**config.mk**
```make
export PLATFORM = sky130hd
export DESIGN_NAME = instr_loader_flat
export DESIGN_NICKNAME = d
export VERILOG_FILES = /design/src/rtl/instr_loader_pkg.sv /design/src/rtl/instr_loader_if.sv /design/src/rtl/instr_loader_pack.sv /design/src/rtl/instr_loader.sv /design/src/flat_wrapper.sv
export SDC_FILE = /design/constraint.sdc
export NUM_CORES = 1
export LEC_CHECK = 0
export ABC_AREA = 1
export ABC_CLOCK_PERIOD_IN_PS = 5400
export BUFFER_PORTS_ARGS = -buffer_cell sky130_fd_sc_hd__buf_2
export CORE_ASPECT_RATIO = 0.5
export CORE_UTILIZATION = 30
export CTS_CLUSTER_SIZE = 14
export DETAILED_ROUTE_END_ITERATION = 6
export PLACE_DENSITY_LB_ADDON = 0.25
export SLEW_MARGIN = 20
export SYNTH_ARGS = -nofsm -noshare
export SYNTH_HDL_FRONTEND = slang
export SYNTH_SLANG_ARGS = --single-unit
```
**constraint.sdc**
```tcl
create_clock -name clk -period 5.4 [get_ports clk]
set_input_delay 0.27 -clock clk [delete_from_list [all_inputs] [get_ports clk]]
set_output_delay 0.27 -clock clk [all_outputs]
set_load 0.005 [all_outputs]
```
**src/rtl/instr_loader_pkg.sv**
```systemverilog
// Shared definitions for the instruction loader and the processor decoder:
// opcode values, instruction field positions and the loader FSM encoding.
package instr_loader_pkg;

    localparam int OP_CODE_LEN = 6;

    // Instruction word field positions
    localparam int OPC_MSB  = 31;
    localparam int OPC_LSB  = 26;
    localparam int DEST_MSB = 25;
    localparam int DEST_LSB = 21;
    localparam int SRC1_MSB = 20;
    localparam int SRC1_LSB = 16;
    localparam int SRC2_MSB = 15;
    localparam int SRC2_LSB = 11;
    localparam int IMM_MSB  = 15;
    localparam int IMM_LSB  = 0;

    typedef logic [OP_CODE_LEN-1:0] opcode_t;

    // Opcode values, shared with the decoder
    localparam opcode_t OP_NOP  = 6'd0;
    localparam opcode_t OP_ADD  = 6'd1;
    localparam opcode_t OP_SUB  = 6'd2;
    localparam opcode_t OP_AND  = 6'd3;
    localparam opcode_t OP_OR   = 6'd4;
    localparam opcode_t OP_NOR  = 6'd5;
    localparam opcode_t OP_XOR  = 6'd6;
    localparam opcode_t OP_SLA  = 6'd7;
    localparam opcode_t OP_SLL  = 6'd8;
    localparam opcode_t OP_SRA  = 6'd9;
    localparam opcode_t OP_SRL  = 6'd10;
    localparam opcode_t OP_ADDI = 6'd11;
    localparam opcode_t OP_SUBI = 6'd12;
    localparam opcode_t OP_LD   = 6'd13;
    localparam opcode_t OP_ST   = 6'd14;
    localparam opcode_t OP_BEZ  = 6'd15;
    localparam opcode_t OP_BNE  = 6'd16;
    localparam opcode_t OP_JMP  = 6'd17;

    // Loader FSM state encoding
    typedef enum logic [1:0] {
        ST_IDLE  = 2'd0,
        ST_LOAD  = 2'd1,
        ST_DRAIN = 2'd2,
        ST_DONE  = 2'd3
    } state_t;

    // Instruction encoding class of an opcode
    typedef enum logic [1:0] {
        FMT_NOP = 2'd0,
        FMT_R   = 2'd1,
        FMT_I   = 2'd2,
        FMT_BAD = 2'd3
    } fmt_t;

    function automatic fmt_t op_format(input opcode_t op);
        fmt_t fmt;
        case (op)
            OP_NOP:                                   fmt = FMT_NOP;
            OP_ADD, OP_SUB, OP_AND, OP_OR, OP_NOR,
            OP_XOR, OP_SLA, OP_SLL, OP_SRA, OP_SRL:   fmt = FMT_R;
            OP_ADDI, OP_SUBI, OP_LD, OP_ST,
            OP_BEZ, OP_BNE, OP_JMP:                   fmt = FMT_I;
            default:                                  fmt = FMT_BAD;
        endcase
        return fmt;
    endfunction

endpackage

```
**src/rtl/instr_loader_if.sv**
```systemverilog
// Instruction-field stream from the host into the loader.
interface instr_loader_if
    import instr_loader_pkg::*;
#(
    parameter int OP_CODE_LEN = instr_loader_pkg::OP_CODE_LEN
);
    logic                   in_valid;
    logic                   in_ready;
    logic                   in_last;
    logic [OP_CODE_LEN-1:0] in_opcode;
    logic [4:0]             in_dest;
    logic [4:0]             in_src1;
    logic [4:0]             in_src2;
    logic [15:0]            in_imm;

    modport master (
        output in_valid, in_last, in_opcode, in_dest, in_src1, in_src2, in_imm,
        input  in_ready
    );

    modport slave (
        input  in_valid, in_last, in_opcode, in_dest, in_src1, in_src2, in_imm,
        output in_ready
    );
endinterface

```
**src/rtl/instr_loader_pack.sv**
```systemverilog
// Combinational instruction packer: places the fields of one instruction
// into a 32-bit word according to its format. NOP and unknown opcodes give
// an all-zero word; unknown opcodes also raise illegal.
module instr_pack
    import instr_loader_pkg::*;
#(
    parameter int OP_CODE_LEN = instr_loader_pkg::OP_CODE_LEN
) (
    input  logic [OP_CODE_LEN-1:0] opcode,
    input  logic [4:0]             dest,
    input  logic [4:0]             src1,
    input  logic [4:0]             src2,
    input  logic [15:0]            imm,
    output logic [31:0]            word,
    output logic                   illegal
);

    // Build the word from the fields selected by the opcode's format
    always_comb begin
        word    = '0;
        illegal = 1'b0;
        case (op_format(opcode_t'(opcode)))
            FMT_R: begin
                word[OPC_MSB:OPC_LSB]   = opcode_t'(opcode);
                word[DEST_MSB:DEST_LSB] = dest;
                word[SRC1_MSB:SRC1_LSB] = src1;
                word[SRC2_MSB:SRC2_LSB] = src2;
            end
            FMT_I: begin
                word[OPC_MSB:OPC_LSB]   = opcode_t'(opcode);
                word[DEST_MSB:DEST_LSB] = dest;
                word[SRC1_MSB:SRC1_LSB] = src1;
                word[IMM_MSB:IMM_LSB]   = imm;
            end
            FMT_BAD: begin
                illegal = 1'b1;
            end
            default: begin
                word = '0;
            end
        endcase
    end

endmodule

```
**src/rtl/instr_loader.sv**
```systemverilog
// Instruction loader: accepts a stream of instruction fields, packs each one
// and writes it to consecutive words of instruction memory while holding the
// processor's fetch. Writes trail acceptance by one cycle; done pulses one
// cycle after the final write.
module instr_loader
    import instr_loader_pkg::*;
#(
    parameter int MEM_DEPTH   = 1024,
    parameter int OP_CODE_LEN = instr_loader_pkg::OP_CODE_LEN
) (
    input  logic                         clk,
    input  logic                         rst,
    input  logic                         start,
    instr_loader_if.slave                in_bus,
    output logic                         mem_we,
    output logic [31:0]                  mem_addr,
    output logic [31:0]                  mem_wdata,
    output logic                         cpu_hold,
    output logic                         busy,
    output logic                         done,
    output logic [$clog2(MEM_DEPTH):0]   word_count,
    output logic                         err_overflow,
    output logic                         err_opcode
);

    localparam int             AW      = $clog2(MEM_DEPTH) + 1;
    localparam logic [AW-1:0]  DEPTH_W = AW'(MEM_DEPTH);

    state_t          state_reg;
    logic            in_ready_reg;
    logic            cpu_hold_reg;
    logic            busy_reg;
    logic            done_reg;
    logic            mem_we_reg;
    logic [31:0]     mem_addr_reg;
    logic [31:0]     mem_wdata_reg;
    logic [AW-1:0]   addr_cnt_reg;      // words accepted for writing
    logic [AW-1:0]   word_count_reg;    // words actually written
    logic            err_overflow_reg;
    logic            err_opcode_reg;

    logic            accept;
    logic            load_start;
    logic            room;
    logic [31:0]     packed_word;
    logic            illegal_op;

    // in_ready is only ever high in LOAD, so a handshake implies LOAD
    assign accept     = in_bus.in_valid & in_ready_reg;
    assign load_start = (state_reg == ST_IDLE) & start;
    // addr_cnt runs one write ahead of word_count, so it decides overflow
    assign room       = (addr_cnt_reg != DEPTH_W);

    instr_pack #(
        .OP_CODE_LEN (OP_CODE_LEN)
    ) u_pack (
        .opcode  (in_bus.in_opcode),
        .dest    (in_bus.in_dest),
        .src1    (in_bus.in_src1),
        .src2    (in_bus.in_src2),
        .imm     (in_bus.in_imm),
        .word    (packed_word),
        .illegal (illegal_op)
    );

    // Control FSM with registered handshake and status outputs
    always_ff @(posedge clk) begin
        if (!rst) begin
            state_reg    <= ST_IDLE;
            in_ready_reg <= 1'b0;
            cpu_hold_reg <= 1'b0;
            busy_reg     <= 1'b0;
            done_reg     <= 1'b0;
        end else begin
            case (state_reg)
                ST_IDLE: begin
                    done_reg <= 1'b0;
                    if (start) begin
                        state_reg    <= ST_LOAD;
                        in_ready_reg <= 1'b1;
                        cpu_hold_reg <= 1'b1;
                        busy_reg     <= 1'b1;
                    end
                end
                ST_LOAD: begin
                    if (accept && in_bus.in_last) begin
                        state_reg    <= ST_DRAIN;
                        in_ready_reg <= 1'b0;
                    end
                end
                ST_DRAIN: begin
                    state_reg    <= ST_DONE;
                    done_reg     <= 1'b1;
                    cpu_hold_reg <= 1'b0;
                    busy_reg     <= 1'b0;
                end
                ST_DONE: begin
                    state_reg <= ST_IDLE;
                    done_reg  <= 1'b0;
                end
                default: begin
                    state_reg    <= ST_IDLE;
                    in_ready_reg <= 1'b0;
                    cpu_hold_reg <= 1'b0;
                    busy_reg     <= 1'b0;
                    done_reg     <= 1'b0;
                end
            endcase
        end
    end

    // Memory write port, word counters and sticky error flags
    always_ff @(posedge clk) begin
        if (!rst) begin
            mem_we_reg       <= 1'b0;
            mem_addr_reg     <= '0;
            mem_wdata_reg    <= '0;
            addr_cnt_reg     <= '0;
            word_count_reg   <= '0;
            err_overflow_reg <= 1'b0;
            err_opcode_reg   <= 1'b0;
        end else begin
            mem_we_reg <= accept & room;
            if (accept && room) begin
                mem_addr_reg  <= 32'(addr_cnt_reg) << 2;
                mem_wdata_reg <= packed_word;
                addr_cnt_reg  <= addr_cnt_reg + AW'(1);
            end
            if (load_start) begin
                addr_cnt_reg     <= '0;
                word_count_reg   <= '0;
                err_overflow_reg <= 1'b0;
                err_opcode_reg   <= 1'b0;
            end else begin
                if (mem_we_reg) begin
                    word_count_reg <= word_count_reg + AW'(1);
                end
                if (accept && !room) begin
                    err_overflow_reg <= 1'b1;
                end
                if (accept && illegal_op) begin
                    err_opcode_reg <= 1'b1;
                end
            end
        end
    end

    assign in_bus.in_ready = in_ready_reg;
    assign mem_we          = mem_we_reg;
    assign mem_addr        = mem_addr_reg;
    assign mem_wdata       = mem_wdata_reg;
    assign cpu_hold        = cpu_hold_reg;
    assign busy            = busy_reg;
    assign done            = done_reg;
    assign word_count      = word_count_reg;
    assign err_overflow    = err_overflow_reg;
    assign err_opcode      = err_opcode_reg;

endmodule

```
**src/flat_wrapper.sv**
```systemverilog
// flat-port wrapper written by rule: the top's interface ports become plain ports
module instr_loader_flat import instr_loader_pkg::*;
#(
    parameter int MEM_DEPTH   = 1024,
    parameter int OP_CODE_LEN = instr_loader_pkg::OP_CODE_LEN
)
  (clk, rst, start, mem_we, mem_addr, mem_wdata, cpu_hold, busy, done, word_count, err_overflow, err_opcode, in_bus_in_valid, in_bus_in_last, in_bus_in_opcode, in_bus_in_dest, in_bus_in_src1, in_bus_in_src2, in_bus_in_imm, in_bus_in_ready);
  instr_loader_if #(.OP_CODE_LEN(OP_CODE_LEN)) in_bus_i ();
  input  logic clk;
  input  logic rst;
  input  logic start;
  output logic mem_we;
  output logic [31:0] mem_addr;
  output logic [31:0] mem_wdata;
  output logic cpu_hold;
  output logic busy;
  output logic done;
  output logic [$clog2(MEM_DEPTH):0] word_count;
  output logic err_overflow;
  output logic err_opcode;
  input wire logic [$bits(in_bus_i.in_valid)-1:0] in_bus_in_valid;
  input wire logic [$bits(in_bus_i.in_last)-1:0] in_bus_in_last;
  input wire logic [$bits(in_bus_i.in_opcode)-1:0] in_bus_in_opcode;
  input wire logic [$bits(in_bus_i.in_dest)-1:0] in_bus_in_dest;
  input wire logic [$bits(in_bus_i.in_src1)-1:0] in_bus_in_src1;
  input wire logic [$bits(in_bus_i.in_src2)-1:0] in_bus_in_src2;
  input wire logic [$bits(in_bus_i.in_imm)-1:0] in_bus_in_imm;
  output wire logic [$bits(in_bus_i.in_ready)-1:0] in_bus_in_ready;
  assign in_bus_i.in_valid = in_bus_in_valid;
  assign in_bus_i.in_last = in_bus_in_last;
  assign in_bus_i.in_opcode = in_bus_in_opcode;
  assign in_bus_i.in_dest = in_bus_in_dest;
  assign in_bus_i.in_src1 = in_bus_in_src1;
  assign in_bus_i.in_src2 = in_bus_in_src2;
  assign in_bus_i.in_imm = in_bus_in_imm;
  assign in_bus_in_ready = in_bus_i.in_ready;
  instr_loader #(.MEM_DEPTH(MEM_DEPTH), .OP_CODE_LEN(OP_CODE_LEN)) u_core (.clk(clk), .rst(rst), .start(start), .in_bus(in_bus_i), .mem_we(mem_we), .mem_addr(mem_addr), .mem_wdata(mem_wdata), .cpu_hold(cpu_hold), .busy(busy), .done(done), .word_count(word_count), .err_overflow(err_overflow), .err_opcode(err_opcode));
endmodule
```
Word-level counts from Yosys, hierarchy flattened:

Memories as Yosys holds them, arrays and structs flattened.
Index checks and enable logic that the tools add are counted.

* memory bits (read-only): 64
* register bits: 73
* output and inout bits: 82
* memories kept: 1

Memories
* (no name shown): depth 32, width 2, read ports 1, clocked after Yosys merged registers in 0, wr ports 0, line instr_loader_pkg.sv:59 `case (op)`

* add/sub/neg operators: 2
* bitwise operators: 4
* reduce and logical (&&, ||, !) cells: 14
* eq/ne operators: 9
* multiplexer cells: 12

Operators with widths (number)
* one-hot mux 21 bit (2 select lines): 1
* adder 11 x 1 -> 11 bit (second input constant): 2
* two-way mux 11 bit: 1
* inequality test 11 bit (second input constant): 1
* equality test 2 bit (second input constant): 4
* one-hot mux 2 bit (4 select lines): 1
* two-way mux 2 bit: 3
* one-hot mux 1 bit (2 select lines): 3
* nonzero test 2 bit: 3
* equality test 2 x 1 -> 1 bit (second input constant): 2
* logical AND 1 bit: 4
* AND reduction 2 bit: 2
* OR reduction 2 bit: 2
* AND 1 bit: 3
* two-way mux 1 bit: 3
* AND reduction 3 bit: 1
* logical NOT 2 bit: 1
* inequality test 2 x 1 -> 1 bit (second input constant): 1
* inequality test 2 bit (second input constant): 1
* logical NOT 1 bit: 1
* inverter 1 bit: 1

Longest topological paths before layout:

Gate-level depths: netlist of the first run.
An unclocked memory read counts as a cell.

* depth after elaboration: 5
* depth in mapped cells: 12

Cells and area by module:

From an unflattened synthesis of the first run, not the netlist that was laid out.

* cell total of the unflattened synthesis: 508
* area, all modules: 3612.2 µm²

By module, submodules not included
* instr_loader: times used 1, cells each 419, area an instance 3176.8 µm²
* instr_pack: times used 1, cells each 89, area an instance 435.4 µm²

Least setup slack after synthesis of the first run:

OpenSTA, ideal clock, no wires.

* kind: input -> register
* start point: input port in_bus_in_opcode[3]
* end point: register u_core.mem_wdata_reg[22] (netlist: u_core.mem_wdata[22])
* path slack: 3.521 ns
* cell stages on the path: 12
* data arrival time: 1.804 ns
* data required time: 5.326 ns
* path through: nor3_1 > inv_1 > o21ai_0 > nand3b_1 > inv_1 > ha_1 > buf_2 > nor2_1 > nor2_1 > buf_2 > nand2_1 > o21ai_0

* cells in the longest elaborated chain, start to end: 4
* elaborated cells between the ends (all ways): 5
* those cells by class: eq/ne (2); mux (2); memory (1)

RTL lines
* from (decl): line flat_wrapper.sv:23 `input wire logic [$bits(in_bus_i.in_opcode)-1:0] in_bus_in_opcode;`
* memory (32 x 2 bit) (*)
* two-way mux 2 bit (*): line instr_loader_pkg.sv:59
* equality test 2 bit or equality test 2 x 1 -> 1 bit (tied branches): line instr_loader_pack.sv:22 `case (op_format(opcode_t'(opcode)))`
* one-hot mux 21 bit (2 select lines) (*): line instr_loader_pack.sv:22
* to (signal assigned): line instr_loader.sv:126 `mem_wdata_reg <= packed_word;`
* to (decl): line instr_loader.sv:36 `logic [31:0] mem_wdata_reg;`

Every way passes the cells marked *; elsewhere a longest branch is shown, timed or not.
A chain may end at the register's enable or synchronous reset.

Worst setup path in the final report of the first run:

* start point: input port in_bus_in_opcode[3]
* end point: register u_core.mem_wdata_reg[16] (netlist: u_core.mem_wdata[16])

Same word-level chain as after synthesis.

==> impl_results.md, run 1 <==
* Num CTS Buffers at 9
* Grt total ovfl at 0
* Area growth, synth to finish at 24.6%
* Clk slew on worst S/H paths at 0.06 ns
* Number of global-route vias before repair at 2789
* Critical path required time at 5.65 ns
* Final hold violation count at 0
* Final design utilization at 0.399
* RD Place Congestion at 0.773
* Number of synthesis warnings at 0
* FP Rows at 26
* Status: complete, but fails checks
* Initial antenna violation count at 0
* Async SR Flop Fraction at 0
* Clk root buf: clkbuf_16
* Failing checks: DRC
* Critical Path AT at 2.71 ns
* Clock Path Buffers at 2
* Area contributors post-synth: dfxtp_1, nand2_1, nand3_1, buf_4, o21ai_0
* First DRT Iteration DRCs at 144
* Worst-Skew Late Latency at 0.33 ns
* Io pins at 124
* Post-synth top area share at 0.432
* Relative slew slack at 0.361
* CTS Hold Bufs at 0
* Die Y at 77.1 µm
* Post-CTS setup buffers at 0
* GR Util All Layers at 0.137
* Most common cell after layout, fill and taps aside: nand2_1
* Post-Route Setup TNS at 0 ns
* Lkg Pwr at 1.91 nW
* Synth cell types at 30
* FMAX at 405 MHz
* Crit end category: register
* Clock sinks at 73
* Post-synth EDFFs at 0
* CTS tree: yes
* Final ANT Viol Nets at 0
* Wirelength per Cell at 11.2 µm
* Setup-failing EPs final at 0
* Synthesized area at 3380 µm²
* Max reg flops at 32
* Sequential-to-total area share from yosys stat at 0.432
* Fin nets at 599
* Post-DP HPWL at 5380 µm
* Avg Vias per Cell at 4.43
* Most used DFF post-synth: dfxtp_1
* Finished Cell Area at 4220 µm²
* Most frequent cells in the layout: nand2_1, buf_2, dfxtp_1
* TritonRoute pass-1 iters at 6
* Power Dens Cells at 360 nW/µm²
* Hold Crit Class: input port to register
* Fin crit period at 2.47 ns
* Worst Skew at 0.00761 ns
* Worst VDD drop at 0.160 mV
* IO buf count at 102
* Pin count of the biggest net entering global routing at 48
* Worst-margin pin slew at 0.955 ns
* Post-Syn Instances at 456
* Die area at 11700 µm²
* Via Count at 3063
* Die X-Extent at 152 µm
* DRC at 5
* Max-slew violations at 0
* Worst Setup Path Type: input port to register
* Routed wire length at 7730 µm
* Period utilization at 0.457
* MaxCap Viol Count at 0
* Area post-placement at 3870 µm²
* Mean Syn Cell Area at 7.42 µm²
* Global-route wire length before repair at 13000 µm
* Synth area leader: dfxtp_1
* Cts repair resizes at 0
* CP startpoint kind: input port
* Pwr Total at 1.52 mW
* Max Fanout on Critical Path at 17
* CTS H-Tree Depth at 3
* Diode count at 0
* Initial core utilization at 0.320
* Yosys reg bits at 73
* RSZ-0062 raised after global routing: no
* Layout cells sized above 1 at 0.239
* WHS at 0.191 ns
* Core area at 10600 µm²
layout make-up:
type	count	area (µm²)
Tap cell	140	175
Sequential cell	73	1460
Timing Repair Buffer	104	526
Clock inverter	7	119
Clock buffer	9	225
Fill cell	1144	6350
Multi-Input combinational cell	325	1580
Inverter	34	128
worst max-delay path, stage by stage:
cell and delay [ns]:
buf_2 0.11, nor3_1 0.23, inv_1 0.06, o21ai_0 0.15
nand3b_1 0.15, inv_1 0.08, ha_1 0.53, nor2_1 0.10
nor2_1 0.74, nand2_1 0.10, o21ai_0 0.18
synthesized netlist by cell type (2+ instances only):
master and instances:
nand2_1 103, dfxtp_1 73, nor2_1 42, nand3_1 41
o21ai_0 38, inv_1 33, a21oi_1 29, buf_4 27
buf_2 10, ha_1 10, o21ai_1 6, a22o_1 5
clkbuf_1 5, nand4_1 5, nor2_2 4, nand3b_1 3
nor3_1 3, or2_2 3, xor2_1 3, nand3_2 2
xnor2_1 2
path summary, 6_finish.rpt:
| check | start | end | slack, ns | cells after the start |
|---|---|---|---|---|
| max | in_bus_in_opcode[3] | u_core.mem_wdata[16]$_SDFFE_PN0P_ | 2.93 | 11 |
| min | in_bus_in_src1[3] | u_core.mem_wdata[19]$_SDFFE_PN0P_ | 0.19 | 3 |
| max reg2reg | u_core.addr_cnt_reg[0]$_SDFFE_PP0P_ | u_core.mem_wdata[14]$_SDFFE_PN0P_ | 3.33 | 7 |
| min reg2reg | u_core.mem_wdata[31]$_SDFFE_PN0P_ | u_core.mem_wdata[31]$_SDFFE_PN0P_ | 0.44 | 2 |
stage by stage:
step,std cells,setup slack (ns)
finish,692,2.93
global route,692,2.54
CTS,692,2.87
detailed placement,676,2.51
global placement,676,2.53
floorplan,476,3.52
cells by family (layout without fill, tap and decap cells):
| group | Yosys count | in the layout | synth area share |
|---|---|---|---|
| simple gates | 207 | 207 | 0.262 |
| fa+ha+maj | 10 | 10 | 0.0370 |
| flops | 73 | 73 | 0.432 |
| compound gates | 82 | 82 | 0.132 |
| xor+xnor | 5 | 5 | 0.0129 |
| buf+inv | 78 | 154 | 0.122 |
| other cells | 1 | 21 | 0.00111 |
power breakdown:
| part | internal, mW | switching (mW) |
|---|---|---|
| Clock | 0.451 | 0.230 |
| Sequential | 0.574 | 0.0224 |
| Combinational | 0.0873 | 0.155 |
metal layers:
metal / track usage / vias up / wire length, µm
met3: 0.0424 / 8 / 447
met1: 0.169 / 1354 / 3780
li1: - / 1615 / -
met2: 0.228 / 86 / 3410
met5: 0 / - / 0
met4: 0.0459 / 0 / 93
(Power assumes the default switching activity.)
==> run 2, diff against run 1 <==
--- a/config.mk
+++ b/config.mk
@@ -6,7 +6,7 @@
 export NUM_CORES = 1
 export LEC_CHECK = 0
 export ABC_AREA = 1
-export ABC_CLOCK_PERIOD_IN_PS = 5400
+export ABC_CLOCK_PERIOD_IN_PS = 2550
 export BUFFER_PORTS_ARGS = -buffer_cell sky130_fd_sc_hd__buf_2
 export CORE_ASPECT_RATIO = 0.5
 export CORE_UTILIZATION = 30
==> constraint.sdc (replaced) <==
create_clock -name clk -period 2.55 [get_ports clk]
set_input_delay 0.1275 -clock clk [delete_from_list [all_inputs] [get_ports clk]]
set_output_delay 0.1275 -clock clk [all_outputs]
set_load 0.005 [all_outputs]
==> impl_results.md, run 2 (same netlist as run 1, synthesis figures left out) <==
* Layout cells sized above 1 at 0.245
* WHS at 0.0460 ns
* Grt total ovfl at 0
* Failing checks: DRC
* Status: complete, but fails checks
* First DRT Iteration DRCs at 164
* CTS tree: yes
* Fin crit period at 1.85 ns
* Relative slew slack at 0.514
* Fin nets at 603
* Core area at 10600 µm²
* DRC at 5
* RSZ-0062 raised after global routing: no
* Clk root buf: clkbuf_16
* CP startpoint kind: register
* Die area at 11700 µm²
* Int Power at 2.39 mW
* Area growth, synth to finish at 25.5%
* Io pins at 124
* Critical path required time at 2.83 ns
* Via Count at 3085
* Worst-Skew Late Latency at 0.33 ns
* Max-slew violations at 0
* Hold wc startpoint: in_bus_in_imm[5]
* Initial antenna violation count at 0
* Clk pwr share at 0.449
* GR Util All Layers at 0.141
* Most frequent cells in the layout: nand2_1, buf_2, dfxtp_1
* Cts repair resizes at 0
* Worst-margin pin slew at 0.728 ns
* Critical Path AT at 2.13 ns
* Worst VDD drop at 0.334 mV
* Clock sinks at 73
* Fill cells at 1121
* Power Dens Cells at 765 nW/µm²
* Num CTS Buffers at 9
* Origin of the critical flop-to-flop path: u_core.state_reg[0]$_SDFFE_PN0P_
* Number of global-route vias before repair at 2821
* Wirelength per Cell at 11.3 µm
* Post-Route Setup TNS at 0 ns
* Net Sw Frac at 0.266
* FMAX at 541 MHz
* Diode count at 0
* Pin count of the biggest net entering global routing at 47
* Crit path launch: u_core.state_reg[0]$_SDFFE_PN0P_
* Routed wire length at 7870 µm
* Net Switching at 0.865 mW
* Worst Setup Path Type: register to register
* TritonRoute pass-1 iters at 6
* Initial core utilization at 0.320
* Post-CTS setup buffers at 0
* Hold Crit Class: input port to register
* MaxCap Viol Count at 0
* Clk slew on worst S/H paths at 0.06 ns
* Period utilization at 0.725
* Setup-failing EPs final at 0
* Die X-Extent at 152 µm
* Avg Vias per Cell at 4.43
* CTS Hold Bufs at 0
* Max reg flops at 32
* Worst Skew at 0.00584 ns
* Die Y at 77.1 µm
* Post-DP HPWL at 5420 µm
* IO buf count at 102
* FP Rows at 26
* Most common cell after layout, fill and taps aside: nand2_1
* Comb pwr share at 0.163
* Final hold violation count at 0
* Crit end category: register
* Global-route wire length before repair at 13300 µm
* Final ANT Viol Nets at 0
* Lkg Pwr at 1.94 nW
* Clock Path Buffers at 2
* Reg power frac at 0.388
* RD Place Congestion at 0.772
* Max Fanout on Critical Path at 20
* CTS H-Tree Depth at 3
## run 2: metrics by stage
stage / total power, mW / setup WS, ns / util / area [µm²] / cells
after global routing: 3.42 / 0.542 / 0.402 / 4250 / 696
after floorplan: 1.67 / 0.814 / - / 3460 / 476
after global placement: 1.82 / 0.624 / 0.369 / 3900 / 680
final: 3.25 / 0.702 / 0.402 / 4250 / 696
after detailed placement: 1.82 / 0.550 / 0.369 / 3900 / 680
after CTS: 3.30 / 0.652 / 0.402 / 4250 / 696
## run 2: power groups by stage
| stage | sequential (mW) | clock [mW] | combinational (mW) |
|---|---|---|---|
| floorplan | 1.29 | 0 | 0.384 |
| global placement | 1.29 | 0 | 0.530 |
| detailed placement | 1.29 | 0 | 0.536 |
| CTS | 1.26 | 1.50 | 0.538 |
| global route | 1.27 | 1.55 | 0.605 |
| finish | 1.26 | 1.46 | 0.530 |
## run 2: critical path: stages, from the launching register on
cell and delay [ns]:
dfxtp_1 0.39, inv_1 0.08, ha_1 0.23, nand2_1 0.06, inv_1 0.06, nor2_2 0.22
inv_1 0.39, a21oi_1 0.23, o21a_1 0.13
## run 2: area by class of cell
cell class | instances | area, µm² | area share
clock buffers | 10 | 239 | 0.0563
clock inverters | 6 | 105 | 0.0247
inverters | 34 | 128 | 0.0300
multi-input cells | 325 | 1580 | 0.373
flip-flops and latches | 73 | 1460 | 0.344
well taps | 140 | 175 | 0.0412
repair buffers | 108 | 556 | 0.131
## run 2: final timing paths
check                                            to  slack [ns]  cells past startpoint
hold reg to reg   u_core.mem_wdata[31]$_SDFFE_PN0P_        0.43                      2
hold / removal     u_core.mem_wdata[5]$_SDFFE_PN0P_        0.05                      3
setup / recovery  u_core.word_count[6]$_SDFFE_PP0P_        0.70                      8
setup reg to reg  u_core.word_count[6]$_SDFFE_PP0P_        0.70                      8
## run 2: per-layer routing
metal	track usage	share of wire	vias to the layer above
met5	0	0	-
met4	0.0490	0.012	0
met3	0.0458	0.053	9
met2	0.226	0.44	77
met1	0.177	0.50	1379
li1	-	-	1620
